==> config.mk <==
export PLATFORM = sky130hd
export DESIGN_NAME = instruction_fetch_queue
export DESIGN_NICKNAME = d
export VERILOG_FILES = /design/src/rtl/instruction_fetch_queue.sv
export SDC_FILE = /design/constraint.sdc
export NUM_CORES = 1
export LEC_CHECK = 0
export ABC_AREA = 1
export BUFFER_PORTS_ARGS = -buffer_cell sky130_fd_sc_hd__buf_4
export CAP_MARGIN = 25
export CORE_MARGIN = 1
export CORE_UTILIZATION = 25
export CTS_BUF_LIST = sky130_fd_sc_hd__clkbuf_8
export DETAILED_ROUTE_END_ITERATION = 10
export HOLD_SLACK_MARGIN = 0.02
export PLACE_DENSITY_LB_ADDON = 0.2
export SETUP_SLACK_MARGIN = 0.3
export SYNTH_ARGS = -nofsm -noshare
export SYNTH_HDL_FRONTEND = slang
export SYNTH_SLANG_ARGS = --single-unit
export TNS_END_PERCENT = 20
==> constraint.sdc <==
create_clock -name clk -period 3.3 [get_ports clk]
set_input_delay 0.165 -clock clk [delete_from_list [all_inputs] [get_ports clk]]
set_output_delay 0.165 -clock clk [all_outputs]
set_load 0.02 [all_outputs]
==> src/rtl/instruction_fetch_queue.sv <==
// rtl/instruction_fetch_queue.sv - fetch PC owner, imem req/ack master and instruction queue
module instruction_fetch_queue #(
  parameter int ADDRESS_LEN     = 12,
  parameter int INSTRUCTION_LEN = 19,
  parameter int DEPTH           = 4
) (
  input  logic                       clk,
  input  logic                       rst,
  input  logic                       redirect,
  input  logic [ADDRESS_LEN-1:0]     redirect_pc,
  input  logic                       deq,
  output logic                       out_valid,
  output logic [INSTRUCTION_LEN-1:0] out_instruction,
  output logic [ADDRESS_LEN-1:0]     out_pc_plus1,
  output logic                       imem_req,
  output logic [ADDRESS_LEN-1:0]     imem_addr,
  input  logic                       imem_ack,
  input  logic [INSTRUCTION_LEN-1:0] imem_rdata,
  output logic [$clog2(DEPTH):0]     count
);

  localparam int PTR_W   = $clog2(DEPTH);
  localparam int CNT_W   = PTR_W + 1;
  localparam int ENTRY_W = INSTRUCTION_LEN + ADDRESS_LEN;

  typedef enum logic [1:0] {
    IDLE    = 2'd0,
    WAIT    = 2'd1,
    DISCARD = 2'd2
  } state_t;

  state_t                 state_q, state_d;
  logic [ADDRESS_LEN-1:0] fetch_pc_q, fetch_pc_d;
  logic [ADDRESS_LEN-1:0] pending_q, pending_d;
  logic                   req_q, req_d;
  logic [ADDRESS_LEN-1:0] addr_q, addr_d;
  logic [PTR_W-1:0]       wr_ptr_q, wr_ptr_d;
  logic [PTR_W-1:0]       rd_ptr_q, rd_ptr_d;
  logic [CNT_W-1:0]       count_q, count_d;

  logic [ENTRY_W-1:0]     mem [DEPTH];
  logic [ENTRY_W-1:0]     head;
  logic                   push;
  logic                   pop;
  logic                   head_valid;
  logic [CNT_W-1:0]       count_after;

  assign head_valid = (count_q != '0);
  assign head       = mem[rd_ptr_q];

  // Head entry is decoded from registered storage only; nothing from imem reaches out_*
  always_comb begin
    out_valid       = head_valid;
    out_instruction = '0;
    out_pc_plus1    = '0;
    if (head_valid) begin
      out_instruction = head[ENTRY_W-1:ADDRESS_LEN];
      out_pc_plus1    = head[ADDRESS_LEN-1:0];
    end
  end

  assign imem_req  = req_q;
  assign imem_addr = addr_q;
  assign count     = count_q;

  // Next-state for fetch FSM, pointers and occupancy; redirect overrides everything
  always_comb begin
    state_d    = state_q;
    fetch_pc_d = fetch_pc_q;
    pending_d  = pending_q;
    addr_d     = addr_q;
    wr_ptr_d   = wr_ptr_q;
    rd_ptr_d   = rd_ptr_q;
    count_d    = count_q;

    // Only a WAIT-state ack carries live data; a DISCARD ack is the cancelled fetch
    push = (state_q == WAIT) && imem_ack && !redirect;
    pop  = deq && head_valid && !redirect;
    count_after = count_q + CNT_W'(push) - CNT_W'(pop);

    if (redirect) begin
      count_d    = '0;
      wr_ptr_d   = '0;
      rd_ptr_d   = '0;
      fetch_pc_d = redirect_pc;
      case (state_q)
        IDLE: begin
          state_d = WAIT;
          addr_d  = redirect_pc;
        end
        WAIT: begin
          if (imem_ack) begin
            state_d = WAIT;
            addr_d  = redirect_pc;
          end else begin
            // Request cannot be withdrawn: keep it up and remember where to go next
            state_d   = DISCARD;
            pending_d = redirect_pc;
          end
        end
        DISCARD: begin
          pending_d = redirect_pc;
          if (imem_ack) begin
            state_d = WAIT;
            addr_d  = redirect_pc;
          end
        end
        default: state_d = IDLE;
      endcase
    end else begin
      count_d  = count_after;
      wr_ptr_d = wr_ptr_q + PTR_W'(push);
      rd_ptr_d = rd_ptr_q + PTR_W'(pop);
      case (state_q)
        IDLE: begin
          if (count_after < CNT_W'(DEPTH)) begin
            state_d = WAIT;
            addr_d  = fetch_pc_q;
          end
        end
        WAIT: begin
          if (imem_ack) begin
            fetch_pc_d = fetch_pc_q + ADDRESS_LEN'(1);
            if (count_after < CNT_W'(DEPTH)) begin
              addr_d = fetch_pc_q + ADDRESS_LEN'(1);
            end else begin
              state_d = IDLE;
            end
          end
        end
        DISCARD: begin
          if (imem_ack) begin
            state_d    = WAIT;
            addr_d     = pending_q;
            fetch_pc_d = pending_q;
          end
        end
        default: state_d = IDLE;
      endcase
    end

    req_d = (state_d != IDLE);
  end

  // Control state with asynchronous reset
  always_ff @(posedge clk or posedge rst) begin
    if (rst) begin
      state_q    <= IDLE;
      fetch_pc_q <= '0;
      pending_q  <= '0;
      req_q      <= 1'b0;
      addr_q     <= '0;
      wr_ptr_q   <= '0;
      rd_ptr_q   <= '0;
      count_q    <= '0;
    end else begin
      state_q    <= state_d;
      fetch_pc_q <= fetch_pc_d;
      pending_q  <= pending_d;
      req_q      <= req_d;
      addr_q     <= addr_d;
      wr_ptr_q   <= wr_ptr_d;
      rd_ptr_q   <= rd_ptr_d;
      count_q    <= count_d;
    end
  end

  // Queue storage: entry is {instruction, fetch address + 1}; validity comes from count
  always_ff @(posedge clk) begin
    if (push) begin
      mem[wr_ptr_q] <= {imem_rdata, addr_q + ADDRESS_LEN'(1)};
    end
  end

endmodule

==> flow_metrics.env <==
export IMPL_pwr_share_seq=0.380
export IMPL_startpoint_type="flop"
export IMPL_maxCapViolCount=0
export IMPL_overflow=0
export IMPL_start_util=0.2562
export IMPL_synth_nets=845
export IMPL_cp_end_kind="flop"
export IMPL_fin_nets=962
export IMPL_comb_power_share=0.433
export IMPL_hold_class="input pin to flop"
export IMPL_setup_viol=0
export IMPL_rows=64
export IMPL_outcome="finished with violations"
export IMPL_finalCriticalPeriod_ns=2.746
export IMPL_path_clk_slew_ns=0.10
export IMPL_min_path_cells=6
export IMPL_drc=10
export IMPL_fin_skew_ns=0.02766
export IMPL_portBuffers=83
export IMPL_antenna_found_initial=0
export IMPL_ant_nets=0
export IMPL_finalCritPeriodShare=0.8322
export IMPL_die_y_um=179.7
export IMPL_r2r_setup_slack_ns=0.55
export IMPL_clockRootBuffer="clkbuf_8"
export IMPL_pin_count=84
export IMPL_hold_viol=0
export IMPL_worst_path_max_fanout=8
export IMPL_syn_inst=798
export IMPL_synth_most_common_cell="nor2_1"
export IMPL_areaGrowthSynthToFinish_pct=23.54
export IMPL_seq_area_frac_synth=0.6172
export IMPL_cts_htree_levels=4
export IMPL_grt_usage=0.1288
export IMPL_synth_common_cells="nor2_1, nand2_1, edfxtp_1"
export IMPL_pwr_share_clk=0.186
export IMPL_worstSetupPathType="flop to flop"
export IMPL_layout_drive_gt1_share=0.1929
export IMPL_ctsLongestPathBuffers=2
export IMPL_syn_area_per_cell_sq_um=9.897
export IMPL_synth_top_area_frac=0.4715
export IMPL_synth_edf_count=124
export IMPL_die_w_um=179.7
export IMPL_intPower_w=0.004597
export IMPL_max_freq_mhz=364.1
export IMPL_slew_headroom=0.4916
export IMPL_min_to="state_q[1]$_DFF_PP0_"
export IMPL_cts_sinks=170
export IMPL_required_ns=3.65
export IMPL_rsz0062_at_grt="false"
export IMPL_r2r_cells=19
export IMPL_timing_final_ws_setup_ns=0.5538
export IMPL_num_fill_cells=3181
export IMPL_grt_pass1_wl_mm=32.00
export IMPL_clkLatencyLatePin_ns=0.46
export IMPL_total_power_w=0.008005
export IMPL_critPathArrivalTime_ns=3.09
export IMPL_place_gp_congestion=0.8069
export IMPL_yosysWarningCount=0
export IMPL_grt_max_degree=64
export IMPL_cts_tree="done"
export IMPL_ys_top_cells_by_area="edfxtp_1, dfrtp_1, nor2_1"
export IMPL_dr_pass1_iters=8
export IMPL_drv_slew=0
export IMPL_routed_wl_mm=20.42
export IMPL_p_per_area_mw_per_mm2=820.4
export IMPL_synth_top_cell_by_area="edfxtp_1"
export IMPL_synth_seq_cells=170
export IMPL_p_switching_w=0.003408
export IMPL_async_reset_ff_frac=0.2706
export IMPL_timing_rr_end="imem_addr[9]$_DFFE_PP0P_"
export IMPL_drtIter0Drc=378
export IMPL_tightest_slew_ns=0.7626
export IMPL_dieArea_sq_mm=0.03230
export IMPL_swShare=0.4257
export IMPL_diodes=0
export IMPL_pre_cts_slack_ns=0.2931
export IMPL_violations="DRC"
export IMPL_leakage_nw=3.961
export IMPL_num_vias=5783
export IMPL_peakVddDrop_v=0.0003781
export IMPL_holdCritStartpoint="imem_ack"
export IMPL_grt_pass1_vias=5589
export IMPL_yosys_most_used_dff="edfxtp_1"
export IMPL_hpwl_mm=12.46
export IMPL_ys_types=33
export IMPL_numCtsBuffers=17
export IMPL_viasPerCell=4.368
export IMPL_synth_area_sq_mm=0.007898
export IMPL_r2r_start="state_q[1]$_DFF_PP0_"
export IMPL_routedWlPerCell_um=15.42
export IMPL_core_area_sq_mm=0.03083
-- worst max path at each step --
stage	start	end	slack, ns	cells past startpoint
CTS	state_q[1]$_DFF_PP0_	imem_addr[6]$_DFFE_PP0P_	0.34	18
finish	state_q[1]$_DFF_PP0_	imem_addr[9]$_DFFE_PP0P_	0.55	19
detailed placement	state_q[1]$_DFF_PP0_	imem_addr[6]$_DFFE_PP0P_	0.29	18
floorplan	state_q[1]$_DFF_PP0_	mem[0][0]$_DFFE_PP_	-0.33	7
global placement	state_q[1]$_DFF_PP0_	imem_addr[10]$_DFFE_PP0P_	0.34	18
global route	state_q[1]$_DFF_PP0_	imem_addr[9]$_DFFE_PP0P_	0.33	18
-- power groups by stage --
| stage | clock network, W | registers [W] | logic, W |
|---|---|---|---|
| finish | 0.00149 | 0.00305 | 0.00347 |
| global route | 0.00162 | 0.00310 | 0.00386 |
| CTS | 0.00155 | 0.00305 | 0.00350 |
| detailed placement | 0 | 0.00309 | 0.00339 |
| global placement | 0 | 0.00309 | 0.00339 |
| floorplan | 0 | 0.00310 | 0.00222 |
-- registers in the layout, summed over array words and instances, names as in the netlist --
register and count:
mem 124, imem_addr 12, count 3, fetch_pc_q 12, imem_req 1, pending_q 12, wr_ptr_q 2, state_q 2
rd_ptr_q 2
-- metrics by stage --
stage | setup TNS (ns) | instance area (sq um) | utilization | hold slack, ns | cells
after global placement | 0 | 8950 | 0.2903 | 0.2290 | 1253
after global routing | 0 | 9757 | 0.3165 | 0.1881 | 1324
after detailed placement | 0 | 8950 | 0.2903 | 0.2279 | 1253
final | 0 | 9757 | 0.3165 | 0.1758 | 1324
after CTS | 0 | 9712 | 0.3150 | 0.1460 | 1320
after floorplan | -40.82 | 7898 | - | 0.2639 | 798
-- logic make-up after synthesis --
group                    synth area share
buffers and inverters             0.05212
multiplexers                      0.01711
flip-flops                         0.6172
XOR/XNOR                          0.01331
adder cells (fa/ha/maj)           0.01838
AND/OR/NAND/NOR                    0.1743
AO/OA/AOI/OAI                      0.1076
-- repair_timing --
item | 4_1_cts | 5_1_grt
setup buffers | 2 | 4
resized for setup | 0 | 8
endpoints found under the hold margin | 114 | 0
pin swaps | 1 | 4
hold buffers | 33 | 0
setup endpoints to repair | 10 | 15
-- worst max-delay path, cell delays in order, from the launching register on --
cell and delay (ns):
dfrtp_1 0.42, inv_2 0.09, ha_2 0.18, nand2_1 0.08
nor2_2 0.15, inv_2 0.07, ha_1 0.27, inv_1 0.05
ha_1 0.13, inv_1 0.05, fa_2 0.33, inv_1 0.06
nand2_1 0.05, nand2_1 0.06, nand2_1 0.09, nand4_1 0.15
nand2_4 0.09, buf_12 0.14, nor2_1 0.12, a21oi_2 0.07
-- metal layers --
metal,up-vias,track usage,share of wire
met1,2747,0.1754,0.49
li1,2921,-,-
met5,-,0,0
met4,0,0.03172,0.0069
met2,108,0.2101,0.46
met3,7,0.02431,0.036
-- area by class of cell --
type,instances,area (sq um),share of cell area
clock buffers,17,234.0,0.02398
inverters,53,201.4,0.02065
well taps,396,495.5,0.05078
repair buffers,138,1131,0.1159
flip-flops and latches,170,4876,0.4997
multi-input cells,535,2649,0.2715
clock inverters,15,170.2,0.01744
-- placed cells by master (no fill, tap or decap), types with 2 or more instances in the layout --
master | synthesis | layout
ha_1 | 10 | 9
clkinv_8 | 0 | 4
nor2_2 | 5 | 8
dfrtp_1 | 46 | 45
nand2_1 | 126 | 126
mux2_2 | 4 | 4
xor2_1 | 8 | 8
o21ai_0 | 72 | 72
a22oi_1 | 6 | 6
nand4_1 | 5 | 5
mux2_4 | 6 | 6
clkbuf_8 | 0 | 17
clkinv_4 | 0 | 2
inv_8 | 0 | 5
buf_4 | 0 | 104
nand3_1 | 30 | 30
o21ai_1 | 6 | 6
a21oi_1 | 64 | 64
edfxtp_1 | 124 | 124
inv_6 | 0 | 3
a21oi_2 | 4 | 4
dlygate4sd3_1 | 0 | 33
nor3_2 | 0 | 5
inv_2 | 6 | 8
inv_1 | 47 | 44
xnor2_1 | 4 | 4
o22ai_1 | 2 | 2
nor2_1 | 168 | 165
Power figures use the tool's default switching activity.
